<file path="config.mk">
export PLATFORM = sky130hd
export DESIGN_NAME = sfx_synth
export DESIGN_NICKNAME = d
export VERILOG_FILES = /design/src/rtl/sfx_synth.sv
export SDC_FILE = /design/constraint.sdc
export NUM_CORES = 1
export LEC_CHECK = 0
export CORE_MARGIN = 4
export CORE_UTILIZATION = 35
export CTS_CLUSTER_SIZE = 20
export DETAILED_ROUTE_END_ITERATION = 7
export HOLD_SLACK_MARGIN = 0.05
export PLACE_DENSITY = 0.61
export RECOVER_POWER = 50
export SYNTH_ARGS = -nofsm -noshare
export SYNTH_HDL_FRONTEND = slang
export SYNTH_SLANG_ARGS = --single-unit
</file>
<file path="constraint.sdc">
create_clock -name clk -period 3.2 [get_ports clk]
set_input_delay 0.64 -clock clk [delete_from_list [all_inputs] [get_ports clk]]
set_output_delay 0.64 -clock clk [all_outputs]
set_load 0.005 [all_outputs]
</file>
<file path="src/rtl/sfx_synth.sv">
// sfx_synth: single-voice sound-effect generator (square/noise) feeding the PWM duty input.
// Define SFX_DECAY_EN to make non-ufo effects lose one volume step every 256 ticks.
module sfx_synth #(
  parameter int DUTY_WIDTH = 8,
  parameter int SAMPLE_DIV = 2048
) (
  input  logic                  clk,
  input  logic                  rst_n,
  input  logic [3:0]            trig,
  input  logic                  mute,
  output logic [DUTY_WIDTH-1:0] duty,
  output logic                  busy,
  output logic [1:0]            active_sfx
);

  localparam int DW = $clog2(SAMPLE_DIV);
  localparam logic [DW-1:0] DIV_LAST = DW'(SAMPLE_DIV - 1);

  localparam logic [1:0] SHOOT = 2'd0;
  localparam logic [1:0] EXPL  = 2'd1;
  localparam logic [1:0] STEP  = 2'd2;
  localparam logic [1:0] UFO   = 2'd3;

  typedef enum logic {IDLE, PLAY} state_t;

  state_t state, state_n;

  logic [DW-1:0] div;
  logic          tick;
  logic          armed;
  logic [2:0]    prev, pending, edges;

  logic [1:0]  cur, cur_n, sel, start_sfx;
  logic [7:0]  hp, hp_n, phase, phase_n;
  logic        wave, wave_n;
  logic [12:0] len, len_n;
  logic [3:0]  vol, vol_n;
  logic [5:0]  sweep, sweep_n;
  logic [14:0] lfsr, lfsr_n;
  logic [DUTY_WIDTH-1:0] duty_n;

  logic ufo_req, hit_exp, hit_sht, hit_ufo, hit_stp;
  logic req, accept, ending, resume, start;

`ifdef SFX_DECAY_EN
  logic [7:0] decay, decay_n;
`endif

  function automatic logic [1:0] rank(input logic [1:0] s);
    unique case (s)
      EXPL:    rank = 2'd3;
      SHOOT:   rank = 2'd2;
      UFO:     rank = 2'd1;
      default: rank = 2'd0;
    endcase
  endfunction

  assign tick  = (div == DIV_LAST);
  // First clk after reset only primes prev, so levels held through reset are not edges
  assign edges = armed ? (trig[2:0] & ~prev) : 3'b000;

  assign ufo_req = trig[3] & ~(state == PLAY && cur == UFO);
  assign hit_exp = pending[1];
  assign hit_sht = pending[0] & ~pending[1];
  assign hit_ufo = ufo_req & ~pending[1] & ~pending[0];
  assign hit_stp = pending[2] & ~pending[1] & ~pending[0] & ~ufo_req;

  always_comb begin
    req = 1'b0;
    sel = STEP;
    unique case (1'b1)
      hit_exp: begin req = 1'b1; sel = EXPL;  end
      hit_sht: begin req = 1'b1; sel = SHOOT; end
      hit_ufo: begin req = 1'b1; sel = UFO;   end
      hit_stp: begin req = 1'b1; sel = STEP;  end
      default: ;
    endcase
  end

  assign accept = req && (state == IDLE || rank(sel) >= rank(cur));
  assign ending = (state == PLAY) &&
                  ((cur == UFO) ? !trig[3] : (len == 13'd1));
  assign resume = ending && (cur != UFO) && trig[3];
  assign start  = accept || resume;
  assign start_sfx = accept ? sel : UFO;

  always_comb begin
    state_n = state;
    cur_n   = cur;
    hp_n    = hp;
    phase_n = phase;
    wave_n  = wave;
    len_n   = len;
    vol_n   = vol;
    sweep_n = sweep;
    lfsr_n  = lfsr;
`ifdef SFX_DECAY_EN
    decay_n = decay;
`endif
    if (start) begin
      state_n = PLAY;
      cur_n   = start_sfx;
      wave_n  = 1'b1;
      sweep_n = '0;
`ifdef SFX_DECAY_EN
      decay_n = '0;
`endif
      unique case (start_sfx)
        SHOOT:   begin hp_n = 8'd4;  len_n = 13'd2048; vol_n = 4'd15; end
        EXPL:    begin hp_n = 8'd2;  len_n = 13'd4096; vol_n = 4'd15; end
        STEP:    begin hp_n = 8'd24; len_n = 13'd512;  vol_n = 4'd12; end
        default: begin hp_n = 8'd10; len_n = 13'd0;    vol_n = 4'd8;  end
      endcase
      phase_n = hp_n;
    end else if (ending) begin
      state_n = IDLE;
    end else if (state == PLAY) begin
      sweep_n = sweep + 6'd1;
      if (cur == SHOOT && sweep_n == 6'd0 && hp != 8'hFF)
        hp_n = hp + 8'd1;
`ifdef SFX_DECAY_EN
      decay_n = decay + 8'd1;
      if (cur != UFO && decay_n == 8'd0 && vol != 4'd0)
        vol_n = vol - 4'd1;
`endif
      if (phase == 8'd1) begin
        phase_n = hp_n;
        if (cur == EXPL) begin
          lfsr_n = {lfsr[13:0], lfsr[14] ^ lfsr[13]};
          wave_n = lfsr_n[0];
        end else begin
          wave_n = ~wave;
        end
      end else begin
        phase_n = phase - 8'd1;
      end
      if (cur != UFO)
        len_n = len - 13'd1;
    end
    duty_n = '0;
    if (state_n == PLAY && wave_n && !mute)
      duty_n = DUTY_WIDTH'(vol_n) << (DUTY_WIDTH - 4);
  end

  always_ff @(posedge clk) begin
    if (!rst_n) begin
      div     <= '0;
      armed   <= 1'b0;
      prev    <= '0;
      pending <= '0;
      state   <= IDLE;
      cur     <= SHOOT;
      hp      <= '0;
      phase   <= '0;
      wave    <= 1'b0;
      len     <= '0;
      vol     <= '0;
      sweep   <= '0;
      lfsr    <= 15'h0001;
      duty    <= '0;
`ifdef SFX_DECAY_EN
      decay   <= '0;
`endif
    end else begin
      div     <= tick ? '0 : div + DW'(1);
      armed   <= 1'b1;
      prev    <= trig[2:0];
      pending <= tick ? edges : (pending | edges);
      if (tick) begin
        state <= state_n;
        cur   <= cur_n;
        hp    <= hp_n;
        phase <= phase_n;
        wave  <= wave_n;
        len   <= len_n;
        vol   <= vol_n;
        sweep <= sweep_n;
        lfsr  <= lfsr_n;
        duty  <= duty_n;
`ifdef SFX_DECAY_EN
        decay <= decay_n;
`endif
      end
    end
  end

  assign busy       = (state == PLAY);
  assign active_sfx = busy ? cur : 2'd0;

endmodule
</file>
==> results of run 1 <==
## worst min-delay path by stage
stage	end	slack, ns
final	vol[1]	0.45
after global routing	vol[1]	0.48
after CTS	vol[1]	0.46
after detailed placement	vol[1]	0.45
after global placement	vol[2]	0.44
after floorplan	div[0]	0.43
## kinds of logic (layout without fill, tap and decap cells)
| group | after synthesis | count (layout) |
|---|---|---|
| buf+inv | 38 | 58 |
| mux | 17 | 17 |
| xor+xnor | 22 | 22 |
| fa+ha+maj | 10 | 10 |
| compound gates | 121 | 121 |
| other cells | 1 | 4 |
| simple gates | 201 | 201 |
| flops | 80 | 80 |
## power by group through the flow
stage	logic (mW)	registers, mW	clock network (mW)
after floorplan	0.0747	1.03	0
after global placement	0.105	1.03	0
after detailed placement	0.106	1.03	0
after CTS	0.107	1.01	1.01
after global routing	0.118	1.01	1.05
final	0.105	1.01	0.993
## final cells by class
cell class | instances | area (sq um) | share of cell area
repair buffers | 30 | 246 | 0.0521
well taps | 143 | 179 | 0.0379
clock inverters | 6 | 52.6 | 0.0111
clock buffers | 10 | 239 | 0.0506
flip-flops and latches | 80 | 1600 | 0.339
inverters | 12 | 45.0 | 0.00953
multi-input cells | 375 | 2360 | 0.500
## Yosys cell counts, drive strengths merged (10+ instances only)
cell	n	share of area
buf	14	0.020
nand2	32	0.029
nor3	14	0.019
xnor2	10	0.021
dfxtp	80	0.39
nor2	58	0.053
o21ai	26	0.032
a21oi	32	0.039
and3	13	0.020
ha	10	0.030
xor2	12	0.025
o211ai	10	0.018
mux2i	16	0.039
nand3	25	0.030
clkbuf	12	0.011
inv	12	0.011
## per-layer routing
metal | track usage | wire (um) | share of wire
met2 | 0.249 | 4460 | 0.46
met5 | 0 | 0 | 0
met1 | 0.196 | 4700 | 0.49
met3 | 0.0249 | 294 | 0.030
met4 | 0.0604 | 216 | 0.022
## layout by cell type, fill, tap and decap left out, types with 4 or more instances in the layout
master and count:
a21oi_1 32, a22o_1 4, a31oi_1 6, and2_1 5, and3_1 13, and4_1 4, buf_4 14, clkbuf_16 9
clkdlybuf4s50_1 8, conb_1 4, dfxtp_1 80, dlygate4sd3_1 5, ha_1 10, inv_1 12, mux2i_1 16, nand2_1 32
nand2b_1 9, nand3_1 25, nand4_1 7, nor2_1 58, nor3_1 13, nor3b_1 6, nor4_1 4, o2111ai_1 6
o211ai_1 10, o21ai_0 23, o31ai_1 5, or3_1 4, xnor2_1 10, xor2_1 12
## registers in the layout, indices dropped and copies added, names as in the netlist, 2 cells and up
name	count
hp	8
phase	8
lfsr	15
vol	4
len	13
sweep	6
prev	3
duty	4
pending	3
div	11
cur	2
## worst min-delay path: cells and delay by family (launching register included)
family             cells  cell delay (ns)
and+or+nand+nor        1             0.05
DFF                    1             0.31
AOI/OAI and AO/OA      1             0.05
==> impl_metrics.tcl, run 1 <==
set metrics [dict create \
    status "completed" \
    clock_path_buffers 2 \
    hold_depth 2 \
    crit_cells 10 \
    fmax_mhz 354 \
    drive_gt1_frac 0.0799 \
    hpwlAfterDp_um 7060 \
    placementRows 39 \
    r2r_cells 10 \
    io_buffers 13 \
    synth_simple_gate_area_frac 0.258 \
    rrSetupSlack_ns 0.46 \
    post-route-period-util 0.883 \
    synth_seq_cells 80 \
    hold_viol 0 \
    cts_setup_buffers 0 \
    worst_clock_skew_ns 0.00735 \
    routed_wl_um 9670 \
    muxShareOfSynthArea 0.0415 \
    cts_tree "done" \
    cts.reportedPaths.clkPinSlew_ns 0.06 \
    cts.sinks 80 \
    p_comb_frac 0.050 \
    final.min_clock_period_ns 2.83 \
    dieHeight_um 117 \
    nets 525 \
    drc 0 \
    cap_viol_max_count 0 \
    seq_power_share 0.480 \
    setup_viol 0 \
    synth_edf_count 0 \
    synthArstFlopShare 0 \
    max_slew_margin 0.300 \
    n_fill_cell 1158 \
    fin_util 0.412 \
    avgSynthCellArea_sq_um 8.43 \
    crit_slowest_cell "clkdlybuf4s50_1" \
    cp_data_arrival_time_ns 3.01 \
    dpl.cell_count 640 \
    routed-via-count 3586 \
    clock_latency_ns 0.34 \
    grt_pass1_vias 3517 \
    crit_family "compound AO/OA/AOI/OAI gates" \
    yosysSeqAreaShare 0.388 \
    drtPass1Iterations 4 \
    gp_congestion 0.795 \
    cp.buffers_inverters 2 \
    critPathKind "primary input to flip-flop" \
    die-area_sq_um 13600 \
    crit_chain "clkdlybuf4s50_1 -> a31oi_1 -> ha_1 -> nand2b_1 -> a21oi_1 -> o22a_1 -> nand4_2 -> buf_4 -> mux2i_1 -> nor2_1" \
    grt_max_degree 31 \
    p_total_mw 2.11 \
    cts-root-buf "clkbuf_16" \
    area_growth_pct 14.5 \
    fin_cells 656 \
    power.leakage_nw 1.84 \
    syn-cell-area_sq_um 4130 \
    cp_data_required_time_ns 3.38 \
    cts_hold_buffers 0 \
    design_area_sq_um 4730 \
    clockPowerShare 0.471 \
    numCtsBuffers 9 \
    drt_iter0_markers 167 \
    dp_slack_ns 0.0747 \
    synth_xor_area_frac 0.0467 \
    endpoint_kind "flip-flop" \
    critPathMaxStageDelay_ns 0.49 \
    whs_ns 0.455 \
    antenna_found_initial 0 \
    grt_pass1_wl_um 16700 \
    p_int_mw 1.60 \
    coreArea_sq_um 11500 \
    min_path_type "flip-flop to flip-flop" \
    maxSlewViolCount 0 \
    switchingPower_mw 0.510 \
    power_density_nw_per_um2 446 \
    ios 18 \
    syn_inst 490 \
    cts_htree_levels 3 \
    die_w_um 117 \
    startpoint_type "primary input" \
    start_util 0.360 \
    fin_ws_ns 0.374 \
    synth_top_family_by_area "simple AND/OR/NAND/NOR gates" \
    dpl_cell_area_sq_um 4460 \
    worstPathMaxFanout 16 \
    reg2reg_from "cur[0]" \
    viasPerCell 5.47 \
    yosysWarnings 0 \
    ant_nets 0 \
    synth_flop_cell "dfxtp_1" \
    synth_compound_area_frac 0.193 \
    grt_util_all_layers 0.151 \
    ir_drop_mv 0.251 \
    rsz0062_at_grt "false" \
    tightest_slew_ns 1.05 \
    endpoint "lfsr[3]" \
    wl_per_cell_um 14.7 \
    synth.distinct_cells 65 \
    grt_overflow 0 \
    n_antenna_cell 0 \
    r2r_end "lfsr[3]" \
    timing.setup.tns_ns 0 \
    postCtsResizedCells 0 \
    switching_share 0.242 \
    synth-adder-area-share 0.0303 \
    critPathLaunch "trig[3]" \
    hold_path.startpoint "vol[1]" \
]
(Power assumes the default switching activity.)
==> inputs of run 2 (changes only) <==
--- a/config.mk
+++ b/config.mk
@@ -10,7 +10,7 @@
 export CTS_CLUSTER_SIZE = 20
 export DETAILED_ROUTE_END_ITERATION = 7
 export HOLD_SLACK_MARGIN = 0.05
-export PLACE_DENSITY = 0.61
+export PLACE_DENSITY = 0.63
 export RECOVER_POWER = 50
 export SYNTH_ARGS = -nofsm -noshare
 export SYNTH_HDL_FRONTEND = slang
==> constraint.sdc (replaced) <==
create_clock -name clk -period 2.58 [get_ports clk]
set_input_delay 0.516 -clock clk [delete_from_list [all_inputs] [get_ports clk]]
set_output_delay 0.516 -clock clk [all_outputs]
set_load 0.005 [all_outputs]
==> run 2 against run 1 <==
Effect of this change:
- core utilization is 1.8 points higher
- clock power is 27% higher
- non-clock buffer count is 17 higher
- via count is 2.3% higher
==> impl_metrics.tcl, run 2 (synthesized netlist as in run 1, its figures left out) <==
set metrics [dict create \
    status "completed" \
    tightest_slew_ns 0.539 \
    grt_util_all_layers 0.153 \
    routed-via-count 3670 \
    io_buffers 13 \
    largest_reg_flops 15 \
    cp_data_required_time_ns 2.84 \
    final_cell_mix "80 x dfxtp_1, 58 x nor2_1, 31 x nand2_1" \
    hold_viol 0 \
    ir_drop_mv 0.414 \
    ant_nets 0 \
    grt_pass1_vias 3478 \
    fin_ws_ns 0.0696 \
    gp_congestion 0.865 \
    final_common_cell "dfxtp_1" \
    whs_ns 0.456 \
    cts.sinks 80 \
    drtPass1Iterations 4 \
    die-area_sq_um 13600 \
    power_density_nw_per_um2 539 \
    drive_gt1_frac 0.134 \
    grt_max_degree 27 \
    n_antenna_cell 0 \
    cap_viol_max_count 0 \
    hold_path.startpoint "vol[2]" \
    rrSetupSlack_ns 0.07 \
    p_total_mw 2.66 \
    antenna_found_initial 0 \
    wl_per_cell_um 14.7 \
    fin_util 0.431 \
    nets 542 \
    timing.setup.tns_ns 0 \
    grt_overflow 0 \
    start_util 0.360 \
    dp_slack_ns -0.304 \
    endpoint_kind "flip-flop" \
    routed_wl_um 9910 \
    placementRows 39 \
    regMostFlops "lfsr" \
    reg2reg_from "sweep[0]" \
    drt_iter0_markers 190 \
    hold-path-endpoint "vol[2]" \
    worstPathMaxFanout 4 \
    final.min_clock_period_ns 2.51 \
    viasPerCell 5.45 \
    numCtsBuffers 9 \
    startpoint_type "flip-flop" \
    max_slew_margin 0.641 \
    ios 18 \
    postCtsResizedCells 0 \
    rsz0062_at_grt "true" \
    post-route-period-util 0.973 \
    die_w_um 117 \
    hold_depth 2 \
    cts_setup_buffers 0 \
    hpwlAfterDp_um 7210 \
    power.leakage_nw 1.95 \
    r2r_cells 7 \
    cts_hold_buffers 0 \
    worst_clock_skew_ns 0.0107 \
    cts_htree_levels 3 \
    cts_tree "done" \
    r2r_end "hp[4]" \
    setup_viol 0 \
    clock_latency_ns 0.34 \
    dieHeight_um 117 \
    cts-root-buf "clkbuf_16" \
    cp_data_arrival_time_ns 2.77 \
    drc 0 \
    min_path_type "flip-flop to flip-flop" \
    largest_registers "lfsr x15, len x13, div x11" \
    critPathKind "flip-flop to flip-flop" \
    maxSlewViolCount 0 \
    grt_pass1_wl_um 16900 \
    area_growth_pct 19.5 \
    clock_path_buffers 2 \
    coreArea_sq_um 11500 \
    cts.reportedPaths.clkPinSlew_ns 0.07 \
    fmax_mhz 398 \
]
==> run 2: changes by cell type in the layout (fill, tap and decap cells not counted), sizes merged <==
cell / delta
buf: +16
clkinvlp: -1
clkinv: -1
inv: +3
==> run 2: worst max-delay path, stage by stage (launching register included) <==
cell	delay [ns]
dfxtp_1	0.32
ha_2	0.21
nor2b_1	0.14
or4_4	0.48
or4_4	0.47
or3_4	0.41
o31a_1	0.24
o22ai_1	0.16
==> run 2: worst max path at each step <==
stage | start | to | slack (ns)
floorplan | sweep[0] | hp[4] | 0.06
global placement | trig[3] | hp[7] | -0.21
detailed placement | trig[3] | len[1] | -0.30
CTS | sweep[0] | hp[4] | 0.02
global route | sweep[0] | hp[4] | -0.0007
finish | sweep[0] | hp[4] | 0.07
==> run 2: report_power, final <==
| part | switching [mW] | leakage, nW | internal [mW] | total, mW |
|---|---|---|---|---|
| Sequential | 0.00987 | 0.647 | 1.24 | 1.25 |
| Combinational | 0.0860 | 1.16 | 0.0571 | 0.143 |
| Clock | 0.579 | 0.144 | 0.684 | 1.26 |
==> run 2: area by class of cell <==
| cell class | count | area (sq um) |
|---|---|---|
| fillers | 1096 | 6530 |
| multi-input cells | 375 | 2430 |
| flip-flops and latches | 80 | 1600 |
| repair buffers | 47 | 384 |
| clock buffers | 9 | 225 |
| well taps | 143 | 179 |
| clock inverters | 7 | 72.6 |
| inverters | 12 | 45.0 |
==> run 2: routing by layer <==
metal,global-route usage,part of all wire
met5,0,0
met1,0.207,0.48
met2,0.253,0.48
met3,0.0269,0.030
met4,0.0390,0.0094
==> run 2: metrics by stage <==
step | instance area [sq um] | instances
3_5_place_dp | 4600 | 657
4_1_cts | 4900 | 673
3_3_place_gp | 4600 | 657
5_1_grt | 4940 | 673
2_1_floorplan | 4150 | 493
6_report | 4940 | 673
==> inputs of run 3 (changes only) <==
--- a/config.mk
+++ b/config.mk
@@ -12,6 +12,7 @@
 export HOLD_SLACK_MARGIN = 0.05
 export PLACE_DENSITY = 0.63
 export RECOVER_POWER = 50
+export SETUP_SLACK_MARGIN = 0.02
 export SYNTH_ARGS = -nofsm -noshare
 export SYNTH_HDL_FRONTEND = slang
 export SYNTH_SLANG_ARGS = --single-unit
==> run 3 against run 2 <==
Effect of this change:
- hold slack about the same
- largest cell class unchanged
- critical path type unchanged
- power about the same
- largest power group unchanged
- global-route usage unchanged
==> impl_metrics.tcl, run 3 (synthesized netlist as in run 1, its figures left out) <==
set metrics [dict create \
    tightest_slew_ns 0.533 \
    crit_top_cell "or4_4" \
    cts-root-buf "clkbuf_16" \
    ios 18 \
    regMostFlops "lfsr" \
    critPathMaxStageDelay_ns 0.48 \
    area_growth_pct 19.5 \
    min_path_type "flip-flop to flip-flop" \
    grt_max_degree 27 \
    crit_chain "ha_2 -> nor2b_1 -> or4_4 -> or4_4 -> or3_4 -> o31a_1 -> o22ai_1" \
    rsz0062_at_grt "true" \
    nets 542 \
    die-area_sq_um 13600 \
    placementRows 39 \
    final.min_clock_period_ns 2.51 \
    critPathKind "flip-flop to flip-flop" \
    reg2reg_from "sweep[0]" \
    cp_data_arrival_time_ns 2.77 \
    rrSetupSlack_ns 0.07 \
    routed-via-count 3690 \
    startpoint_type "flip-flop" \
    endpoint "hp[4]" \
    endpoint_kind "flip-flop" \
    hpwlAfterDp_um 7210 \
    largest_reg_flops 15 \
    cts_tree "done" \
    status "completed" \
    drtPass1Iterations 4 \
    wl_per_cell_um 14.7 \
    crit_cells 7 \
    r2r_end "hp[4]" \
    drive_gt1_frac 0.134 \
    n_antenna_cell 0 \
    worst_clock_skew_ns 0.0107 \
    io_buffers 13 \
    setup_viol 0 \
    whs_ns 0.456 \
    power_density_nw_per_um2 539 \
    critPathLaunch "sweep[0]" \
    cap_viol_max_count 0 \
    design_area_sq_um 4940 \
    die_w_um 117 \
    viasPerCell 5.48 \
    r2r_cells 7 \
    clock_latency_ns 0.34 \
    gp_congestion 0.865 \
    crit_family "simple AND/OR/NAND/NOR gates" \
    antenna_found_initial 0 \
    coreArea_sq_um 11500 \
    largest_registers "lfsr x15, len x13, div x11" \
    ir_drop_mv 0.414 \
    grt_pass1_wl_um 16900 \
    start_util 0.360 \
    numCtsBuffers 9 \
    dieHeight_um 117 \
    cts_htree_levels 3 \
    cp.buffers_inverters 0 \
    final_common_cell "dfxtp_1" \
    grt_overflow 0 \
    post-route-period-util 0.972 \
    hold_viol 0 \
    worstPathMaxFanout 4 \
    maxSlewViolCount 0 \
    cts_setup_buffers 0 \
    drc 0 \
    cts.reportedPaths.clkPinSlew_ns 0.07 \
    cts.sinks 80 \
    crit_slowest_cell "or4_4" \
    dpl_cell_area_sq_um 4600 \
    power.leakage_nw 1.95 \
    grt_pass1_vias 3478 \
    fin_cells 673 \
    fmax_mhz 399 \
    final_cell_mix "80 x dfxtp_1, 58 x nor2_1, 31 x nand2_1" \
    grt_util_all_layers 0.153 \
    routed_wl_um 9930 \
    max_slew_margin 0.644 \
    n_fill_cell 1096 \
    drt_iter0_markers 168 \
    ant_nets 0 \
    clock_path_buffers 2 \
    dpl.cell_count 657 \
    cp_data_required_time_ns 2.84 \
]
-- run 3: power breakdown --
part | internal (mW) | leakage [nW] | switching (mW) | total, mW
clock | 0.684 | 0.144 | 0.580 | 1.26
combinational | 0.0571 | 1.16 | 0.0863 | 0.143
sequential | 1.24 | 0.647 | 0.00986 | 1.25
-- run 3: worst min-delay path, cell delays in order (launching register included) --
cell and delay [ns]:
dfxtp_1 0.31, nand2_1 0.05, a21oi_1 0.05
-- run 3: how the worst min path moves through the flow --
stage                     cells after the start     end  slack (ns)  startpoint
after floorplan                               1  div[0]        0.43      div[0]
after global placement                        2  vol[2]        0.44      vol[2]
after detailed placement                      2  vol[2]        0.45      vol[2]
after CTS                                     2  vol[2]        0.46      vol[2]
after global routing                          2  vol[1]        0.49      vol[1]
final                                         2  vol[2]        0.46      vol[2]
-- run 3: timing repair --
action / 4_1_cts / 5_1_grt
pin swaps: 0 / 1
hold buffers: 0 / 0
hold endpoints to repair: 0 / 0
gates resized for setup: 1 / 13
endpoints found under the setup margin: 1 / 51
-- run 3: routing by layer --
layer | part of all wire | GRT usage
met1 | 0.49 | 0.207
met2 | 0.47 | 0.253
met3 | 0.027 | 0.0269
met4 | 0.012 | 0.0390
met5 | 0 | 0
-- run 3: per-stage QoR --
stage	util	setup WS, ns	total power, mW	setup TNS (ns)
after CTS	0.427	0.0539	2.68	0
after global routing	0.431	-0.000736	2.76	-0.000736
after detailed placement	0.401	-0.304	1.42	-11.72
after global placement	0.401	-0.207	1.42	-8.79
final	0.431	0.0730	2.66	0
after floorplan	-	0.0582	1.37	0
-- run 3: final cells by class --
class,count,area (sq um),share of cell area
Inverter,12,45.0,0.00912
Sequential cell,80,1600,0.324
Multi-Input combinational cell,375,2430,0.492
Tap cell,143,179,0.0362
Clock inverter,7,72.6,0.0147
Clock buffer,9,225,0.0456
Timing Repair Buffer,47,384,0.0778
